===== src/rtl/pp_uart_pkg.sv =====
// Shared definitions for the peripheral UART transmitter.
//   - word addresses of the memory-mapped registers
//   - STATUS / CTRL bit positions
//   - transmit FSM state type
//   - default baud divisor (115200 baud at 50 MHz)
package pp_uart_pkg;

  localparam logic [7:0] ADDR_DATA   = 8'h00;
  localparam logic [7:0] ADDR_STATUS = 8'h01;
  localparam logic [7:0] ADDR_DIV    = 8'h02;
  localparam logic [7:0] ADDR_CTRL   = 8'h03;

  localparam int unsigned ST_FULL_BIT  = 0;
  localparam int unsigned ST_EMPTY_BIT = 1;
  localparam int unsigned ST_BUSY_BIT  = 2;
  localparam int unsigned ST_OVF_BIT   = 3;
  localparam int unsigned ST_COUNT_LSB = 4;

  localparam int unsigned CTRL_EN_BIT  = 0;
  localparam int unsigned CTRL_IRQ_BIT = 1;

  localparam int unsigned DIV_RESET_DEFAULT = 434;

  typedef enum logic [1:0] {
    S_IDLE  = 2'd0,
    S_START = 2'd1,
    S_DATA  = 2'd2,
    S_STOP  = 2'd3
  } tx_state_t;

endpackage


===== src/rtl/pp_sync_fifo.sv =====
// Single-clock FIFO, reusable by TX and RX paths.
//   clk, rst_n : clock, async active-low reset (flushes contents)
//   push, din  : write request and data; ignored when full unless popping
//   pop, dout  : read request; dout shows the head entry (show-ahead)
//   full, empty, count : occupancy flags and entry count
// DEPTH must be a power of two so the pointers wrap naturally.
module pp_sync_fifo #(
  parameter int unsigned WIDTH = 8,
  parameter int unsigned DEPTH = 16
) (
  input  logic                     clk,
  input  logic                     rst_n,
  input  logic                     push,
  input  logic [WIDTH-1:0]         din,
  input  logic                     pop,
  output logic [WIDTH-1:0]         dout,
  output logic                     full,
  output logic                     empty,
  output logic [$clog2(DEPTH):0]   count
);

  localparam int unsigned AW = $clog2(DEPTH);
  localparam int unsigned CW = AW + 1;

  logic [WIDTH-1:0] mem [DEPTH];
  logic [AW-1:0]    wr_ptr;
  logic [AW-1:0]    rd_ptr;
  logic             do_push;
  logic             do_pop;

  assign full    = (count == CW'(DEPTH));
  assign empty   = (count == '0);
  assign do_pop  = pop && !empty;
  // A pop frees a slot in the same cycle, so push-while-full is legal then.
  assign do_push = push && (!full || do_pop);
  assign dout    = mem[rd_ptr];

  always_ff @(posedge clk) begin
    if (do_push) mem[wr_ptr] <= din;
  end

  always_ff @(posedge clk or negedge rst_n) begin
    if (!rst_n) begin
      wr_ptr <= '0;
      rd_ptr <= '0;
      count  <= '0;
    end else begin
      if (do_push) wr_ptr <= wr_ptr + 1'b1;
      if (do_pop)  rd_ptr <= rd_ptr + 1'b1;
      case ({do_push, do_pop})
        2'b10:   count <= count + 1'b1;
        2'b01:   count <= count - 1'b1;
        default: count <= count;
      endcase
    end
  end

endmodule


===== src/rtl/pp_uart_tx.sv =====
// Memory-mapped 8N1 UART transmitter behind the peripheral bridge.
//   clk, rst_n : clock, async active-low reset
//   addr       : word address (DATA/STATUS/DIV/CTRL)
//   wr, data_in: register write strobe and data
//   rd         : read strobe; data_out is registered, valid the next cycle
//   uart_tx    : serial line, idles high, driven from a flop
//   irq        : level interrupt, IRQ enable & FIFO empty & FSM idle
module pp_uart_tx
  import pp_uart_pkg::*;
#(
  parameter int unsigned FIFO_DEPTH = 16,
  parameter int unsigned DIV_W      = 16,
  parameter int unsigned DIV_RESET  = DIV_RESET_DEFAULT
) (
  input  logic        clk,
  input  logic        rst_n,
  input  logic [7:0]  addr,
  input  logic        wr,
  input  logic        rd,
  input  logic [31:0] data_in,
  output logic [31:0] data_out,
  output logic        uart_tx,
  output logic        irq
);

  localparam int unsigned CW = $clog2(FIFO_DEPTH) + 1;

  logic [DIV_W-1:0] div_q;
  logic [1:0]       ctrl_q;
  logic             ovf_q;

  tx_state_t        state_q, state_d;
  logic [7:0]       shift_q, shift_d;
  logic [2:0]       bit_cnt, bit_cnt_d;
  logic [DIV_W-1:0] baud_cnt, baud_d;
  logic [DIV_W-1:0] period_q, period_d;
  logic             tx_d;
  logic             bit_done;

  logic             wr_data;
  logic             fifo_pop;
  logic [7:0]       fifo_dout;
  logic             fifo_full;
  logic             fifo_empty;
  logic [CW-1:0]    fifo_count;
  logic [31:0]      rdata;
  logic             unused_data;

  assign unused_data = ^data_in;
  assign wr_data     = wr && (addr == ADDR_DATA);

  pp_sync_fifo #(
    .WIDTH (8),
    .DEPTH (FIFO_DEPTH)
  ) u_fifo (
    .clk   (clk),
    .rst_n (rst_n),
    .push  (wr_data),
    .din   (data_in[7:0]),
    .pop   (fifo_pop),
    .dout  (fifo_dout),
    .full  (fifo_full),
    .empty (fifo_empty),
    .count (fifo_count)
  );

  // Registers
  always_ff @(posedge clk or negedge rst_n) begin
    if (!rst_n) begin
      div_q  <= DIV_W'(DIV_RESET);
      ctrl_q <= '0;
      ovf_q  <= 1'b0;
    end else begin
      if (wr) begin
        case (addr)
          ADDR_DIV:  div_q  <= data_in[DIV_W-1:0];
          ADDR_CTRL: ctrl_q <= data_in[1:0];
          default:   ;
        endcase
      end
      if (wr_data && fifo_full && !fifo_pop)
        ovf_q <= 1'b1;
      else if (wr && (addr == ADDR_STATUS) && data_in[ST_OVF_BIT])
        ovf_q <= 1'b0;
    end
  end

  // Transmit FSM
  assign bit_done = (baud_cnt == period_q - 1'b1);

  always_comb begin
    state_d   = state_q;
    shift_d   = shift_q;
    bit_cnt_d = bit_cnt;
    period_d  = period_q;
    fifo_pop  = 1'b0;
    unique case (state_q)
      S_IDLE: begin
        if (ctrl_q[CTRL_EN_BIT] && !fifo_empty) begin
          fifo_pop = 1'b1;
          shift_d  = fifo_dout;
          period_d = (div_q == '0) ? DIV_W'(1) : div_q;
          state_d  = S_START;
        end
      end
      S_START: if (bit_done) state_d = S_DATA;
      S_DATA: begin
        if (bit_done) begin
          bit_cnt_d = bit_cnt + 3'd1;
          if (bit_cnt == 3'd7) state_d = S_STOP;
          else                 shift_d = shift_q >> 1;
        end
      end
      S_STOP:  if (bit_done) state_d = S_IDLE;
      default: state_d = S_IDLE;
    endcase

    // Line level is computed from the next state so the flop lines up with it.
    case (state_d)
      S_START: tx_d = 1'b0;
      S_DATA:  tx_d = shift_d[0];
      default: tx_d = 1'b1;
    endcase

    baud_d = (state_q == S_IDLE || state_d != state_q || bit_done) ?
             '0 : baud_cnt + 1'b1;
  end

  always_ff @(posedge clk or negedge rst_n) begin
    if (!rst_n) begin
      state_q  <= S_IDLE;
      shift_q  <= '0;
      bit_cnt  <= '0;
      baud_cnt <= '0;
      period_q <= DIV_W'(1);
      uart_tx  <= 1'b1;
    end else begin
      state_q  <= state_d;
      shift_q  <= shift_d;
      bit_cnt  <= bit_cnt_d;
      baud_cnt <= baud_d;
      period_q <= period_d;
      uart_tx  <= tx_d;
    end
  end

  // Read path and interrupt
  always_comb begin
    rdata = '0;
    case (addr)
      ADDR_STATUS: begin
        rdata[ST_FULL_BIT]         = fifo_full;
        rdata[ST_EMPTY_BIT]        = fifo_empty;
        rdata[ST_BUSY_BIT]         = (state_q != S_IDLE);
        rdata[ST_OVF_BIT]          = ovf_q;
        rdata[ST_COUNT_LSB +: CW]  = fifo_count;
      end
      ADDR_DIV:  rdata[DIV_W-1:0] = div_q;
      ADDR_CTRL: rdata[1:0]       = ctrl_q;
      default:   ;
    endcase
  end

  always_ff @(posedge clk or negedge rst_n) begin
    if (!rst_n) begin
      data_out <= '0;
      irq      <= 1'b0;
    end else begin
      if (rd) data_out <= rdata;
      irq <= ctrl_q[CTRL_IRQ_BIT] & fifo_empty & (state_q == S_IDLE);
    end
  end

endmodule

===== config.mk =====
export PLATFORM = sky130hd
export DESIGN_NAME = pp_uart_tx
export DESIGN_NICKNAME = d
export VERILOG_FILES = /design/src/rtl/pp_uart_pkg.sv /design/src/rtl/pp_sync_fifo.sv /design/src/rtl/pp_uart_tx.sv
export SDC_FILE = /design/constraint.sdc
export NUM_CORES = 1
export LEC_CHECK = 0
export CAP_MARGIN = 10
export CORE_MARGIN = 2
export CORE_UTILIZATION = 25
export CTS_CLUSTER_SIZE = 10
export DETAILED_ROUTE_END_ITERATION = 10
export HOLD_SLACK_MARGIN = 0.05
export PLACE_DENSITY = 0.47
export RECOVER_POWER = 25
export SLEW_MARGIN = 10
export SYNTH_ARGS = -nofsm -noshare
export SYNTH_HDL_FRONTEND = slang
export SYNTH_SLANG_ARGS = --single-unit

===== constraint.sdc =====
create_clock -name clk -period 5.5 [get_ports clk]
set_clock_uncertainty 0.15 [all_clocks]
set_input_delay 1.1 -clock clk [delete_from_list [all_inputs] [get_ports clk]]
set_output_delay 1.1 -clock clk [all_outputs]
set_load 0.02 [all_outputs]

* Yosys cells after proc, flatten, opt, wreduce, memory -nomap -nowiden
Memory sizes are Yosys's and may differ from the RTL's.
Index checks and enable logic that the tools add are counted.
** Word-level totals
- Memories kept :: 1
- Bits in writable memories :: 128
- Latch bits :: 0
- Bits in read-only memories :: 0
- Output and inout bits :: 34
- Register bits after elaboration :: 95
- Word-level logic and storage cells :: 92
- Input port bits :: 44
** Cells by class
- $add $sub $neg :: 7
- Div/mod/pow operators :: 0
- $mul :: 0
- Bitwise logic cells :: 2
- Reductions and logical operators :: 27
- Muxes and demuxes :: 23
- Shifts and indexed selects :: 0
- Equal/unequal tests :: 17
- $lt $le $gt $ge :: 0
** Memory list
- u_fifo.mem :: words 16, width 8, rd ports 1, clocked after Yosys merged registers in 0, write ports 1, RTL line pp_sync_fifo.sv:25 : logic [WIDTH-1:0] mem [DEPTH];
** Operators by type and width (count)
- $mux 16 :: 2
- $mux 8 :: 3
- $add 16x1->16 const B :: 1
- $eq 16x16->1 :: 1
- $eq 8x2->1 const B :: 2
- $logic_not 16->1 :: 1
- $pmux 8 s2 :: 1
- $sub 16x1->16 const B :: 1
- $pmux 7 s2 :: 1
- $mux 2 :: 5
- $pmux 5 s2 :: 1
- $add 4x1->4 const B :: 2
- $eq 2x2->1 const B :: 4
- $eq 8x1->1 const B :: 1
- $logic_and 1x1->1 :: 8
- $logic_not 8->1 :: 1
- $pmux 2 s4 :: 1
- $reduce_and 2->1 :: 4
- $reduce_bool 2->1 :: 4
- $mux 7 :: 1
- $eq 2x1->1 const B :: 3
- $mux 1 :: 6
- $ne 2x2->1 const B :: 3
- $pmux 2 s3 :: 1
- 13 further kinds :: 18

* Depth between registers and ports, before layout
- Depth after elaboration :: 10
- Depth in mapped cells :: 11
- Gate-level depth less buffers :: 11

* Cells and area by module
Synthesis repeated with hierarchy kept, for this count alone.
** Second synthesis, totals
- Cells, all modules :: 717
- Area, all modules :: 10131.0 sq um
** By module, submodules not included
- pp_sync_fifo :: area an instance 5774.3 sq um, cells an instance 301, seq. area each 4169.0 sq um, times used 1
- pp_uart_tx :: area an instance 4356.7 sq um, cells an instance 416, seq. area each 2060.7 sq um, times used 1

* Least setup slack after synthesis
OpenSTA, ideal clock, no wires.
- Path type :: input port to flip-flop
- From :: input port addr[5]
- To :: memory u_fifo.mem[3][0] (enable)
- Path buffers :: 0
- Data arrival time :: 2.952 ns
- Path slack :: 2.015 ns
- Stages on the path :: 7
- Setup time :: 0.383 ns
- Required time :: 4.967 ns
- Cell sequence :: nor4_1 nand2_1 nor2_1 nand3b_1 a31oi_1 nand2_1 nor3_1
** On the way
- Cells in the longest elaborated chain, start to end :: 5
** Ends and longest elaborated chain
- from (decl) :: RTL line pp_uart_tx.sv:17 : input logic [7:0] addr,
- $logic_not 8->1 :: RTL line pp_uart_tx.sv:50 : assign wr_data = wr && (addr == ADDR_DATA);
- $logic_and 1x1->1 :: RTL line pp_uart_tx.sv:50
- $logic_and 1x1->1 :: RTL line pp_sync_fifo.sv:35 : assign do_push = push && (!full || do_pop);
- $mux 1 :: RTL line pp_sync_fifo.sv:39 : if (do_push) mem[wr_ptr] <= din;
- $mux 1 (not written as such) :: RTL line pp_sync_fifo.sv:39
- to (decl) :: RTL line pp_sync_fifo.sv:25
Every way passes these cells.

* Worst setup path after layout
- From :: input port addr[5]
- To :: memory u_fifo.mem[15][4] (enable)
The elaborated chain is that of the path after synthesis.

==> out/metrics.csv <==
stage,metric,value,unit
route,detail-route-antenna-nets,0,
route,vias_per_cell,4.39,
floorplanning,core_area,38800,um^2
outcome,violations,"max-capacitance violations, max-slew violations",
clock_network,cts-hold-fix-buffers,0,
global_routing,grt_pass1_vias,5823,
timing,fmax,265,MHz
synthesis,synth_ff_type,edfxtp_1,
critical_path,path_max_fanout,8,
global_routing,overflow,0,
clock_network,post_cts_buffers,0,
route,drc_errors,0,
synthesis,yosysWarnings,0,
synthesis,syn-cell-area,9870,um^2
synthesis,postSynthCellCount,715,
final_layout,multi_input_area,3370,um^2
synthesis,synthTopCellsByArea,"edfxtp_1 39%, dfrtp_1 22%, mux4_2 7.5%",
timing,setup_viol_count_final,0,
critical_path,slowest_delay,690,ps
timing,hold_viol,0,
global_routing,track_usage,0.111,
floorplanning,die_h,203,um
final_layout,register_area,6230,um^2
clock_network,cts_tree,yes,
critical_path,slowest_stage,nor2_1,
power,ir_drop,209,uV
synthesis,ys_seq_elements,223,
global_routing,grt_max_degree,51,
synthesis,synth_edf_count,128,
final_layout,n_antenna_cell,0,
timing,slew_headroom,-0.872,
timing,slew_violations,51,
final_layout,nFillCells,3856,
floorplanning,start_util,0.254,
route,drtPass1Iterations,4,
synthesis,yosysTopAreaCellShare,0.390,
placement,place_congestion,0.768,
clock_network,cts_buffer_depth,3,
clock_network,cts_sinks,223,
clock_network,clk_pin_slew,50,ps
floorplanning,die_width,203,um
critical_path,startpoint_type,input pin,
critical_path,cp-end-kind,register,
synthesis,synthArstFlopShare,0.426,
timing,fin_crit_sh,0.687,
synthesis,yosysTopAreaCell,edfxtp_1,
placement,dpl_cell_area,10900,um^2
synthesis,synth_cell_types,61,
route,drtIter0Drc,258,
clock_network,cts_max_level,1,
route,wirelength,22.6,mm
synthesis,seq_area_frac_synth,0.631,
global_routing,antenna_found_initial,0,
timing,tightestPinTransition,2810,ps
power,power_leakage,4.35,nW
timing,finalWorstPathRequiredPeriod,3780,ps
floorplanning,dieArea,41100,um^2
final_layout,nNetsFinal,825,
synthesis,avgSynthCellArea,13.8,um^2
critical_path,arrival,3820,ps
global_routing,grt_pass1_wl,35.6,mm
floorplanning,pin_count,78,
final_layout,area_delta_synth_final,18.8,%
clock_network,clock_latency,560,ps
floorplanning,num_rows,72,
clock_network,cts_resized,0,
clock_network,root_buffer,clkbuf_16,
timing,tns,0,ps
timing,grt_setup_unrepaired,no,
final_layout,fin_area,11700,um^2
outcome,status,"complete, but fails checks",
critical_path,cp.required,5540,ps
clock_network,numCtsBuffers,28,
power,power_density,387,nW/um^2
route,wl_per_cell,17.3,um
route,vias,5747,
placement,port_buffers,45,
hold_path,hold_path.class,reg -> reg,
final_layout,drive_gt1_frac,0.153,
placement,hpwl,15.0,mm
critical_path,critical_path_class,in -> reg,
run,drv_cap,1,
critical_path,path_cells,"clkdlybuf4s50_1, nor4_1, nand2_1, nor2_1, nand3b_1, a31oi_1, nand2_1, nor2_1",
worst max-delay path, delay by kind of cell:
family / cells / cell delay [ps]
compound gates: 1 / 590
simple gates: 6 / 1720
buf+inv: 1 / 400
where the power goes:
part	total (mW)	leakage, nW	internal [mW]	switching [mW]
Clock	1.71	0.412	1.01	0.692
Combinational	0.827	1.54	0.411	0.416
Sequential	2.01	2.40	1.86	0.145
Total	4.54	4.35	3.29	1.25
stage by stage:
stage	setup WS (ps)	hold WS [ps]	total power, mW	instances	utilization
2_1_floorplan	2010	298	2.63	730	-
3_3_place_gp	1100	314	2.88	1256	0.280
3_5_place_dp	1080	324	2.89	1256	0.280
4_1_cts	1670	336	4.62	1308	0.302
5_1_grt	1290	356	4.78	1308	0.302
6_report	1720	336	4.54	1308	0.302
cell type report:
type	instances	share of cell area
inverters	20	0.00640
repair buffers	57	0.0456
clock inverters	6	0.00736
flip-flops and latches	223	0.531
well taps	518	0.0553
clock buffers	46	0.0664
multi-input cells	438	0.288
Yosys cell counts (all sizes together) (3+ instances only):
master  instances
ha             12
nand3b          5
nand2b          4
mux2i           9
inv            20
a31oi           4
a21oi          17
xnor2          21
nand2          70
nor3b           4
mux4           33
nand4           5
or3             3
a221o           6
xor2           25
nor2           52
nor2b           7
o21ai          17
dfrtp          88
nand3          27
clkbuf         23
nor4           12
and3            5
nor3           13
mux2           23
dfstp           7
a211oi         13
a22oi           8
edfxtp        128
buf            26
layout by cell type, fill, tap and decap left out, types with 7 or more instances in the layout:
cell             count
nor2_1              52
nor3_1               8
o21ai_0             17
edfxtp_1           128
clkbuf_16           28
xor2_1              25
dfstp_2              7
clkdlybuf4s50_1     39
xnor2_1             21
buf_4               12
mux2_2              22
ha_1                12
nand3_1             26
inv_1               20
conb_1              16
a211oi_1            13
mux2i_1              9
nand2_1             70
a22oi_1              8
dfrtp_1             87
nor4_1              10
nor2b_1              7
clkbuf_1            18
mux4_2              33
a21oi_1             17
state kept, by name, summed over array words and instances (netlist names), 5 cells and up:
signal / cells
u_fifo.mem: 128
data_out: 16
period_q: 16
shift_q: 8
div_q: 16
u_fifo.count: 5
baud_cnt: 16
kinds of logic after synthesis:
family | Yosys count | share of synthesized area
compound gates | 81 | 0.0553
other cells | 1 | 0.000380
buf+inv | 69 | 0.0330
xor+xnor | 46 | 0.0408
flops | 223 | 0.631
simple gates | 217 | 0.111
mux | 65 | 0.111
fa+ha+maj | 13 | 0.0172
path summary, 6_finish.rpt:
| path | start | end | slack (ps) | cells after the start |
|---|---|---|---|---|
| setup / recovery | addr[5] | u_fifo.mem[15][4]$_DFFE_PP_ | 1720 | 8 |
| hold / removal | bit_cnt[0]$_DFFE_PN0P_ | bit_cnt[0]$_DFFE_PN0P_ | 340 | 1 |
| setup reg to reg | u_fifo.count[1]$_DFFE_PN0P_ | u_fifo.mem[15][4]$_DFFE_PP_ | 2120 | 7 |
| hold reg to reg | bit_cnt[0]$_DFFE_PN0P_ | bit_cnt[0]$_DFFE_PN0P_ | 340 | 1 |
| max in group asynchronous | rst_n | shift_q[4]$_DFFE_PN0P_ | 2020 | 2 |
| min in group asynchronous | rst_n | u_fifo.wr_ptr[3]$_DFFE_PN0P_ | 1280 | 1 |
routing by layer:
| metal | GRT usage | vias to the layer above | part of all wire |
|---|---|---|---|
| li1 | - | 2717 | - |
| met1 | 0.158 | 2921 | 0.48 |
| met2 | 0.179 | 85 | 0.47 |
| met3 | 0.0180 | 24 | 0.031 |
| met4 | 0.0255 | 0 | 0.017 |
| met5 | 0 | - | 0 |
Note: power is estimated with default switching activity, not from simulation.
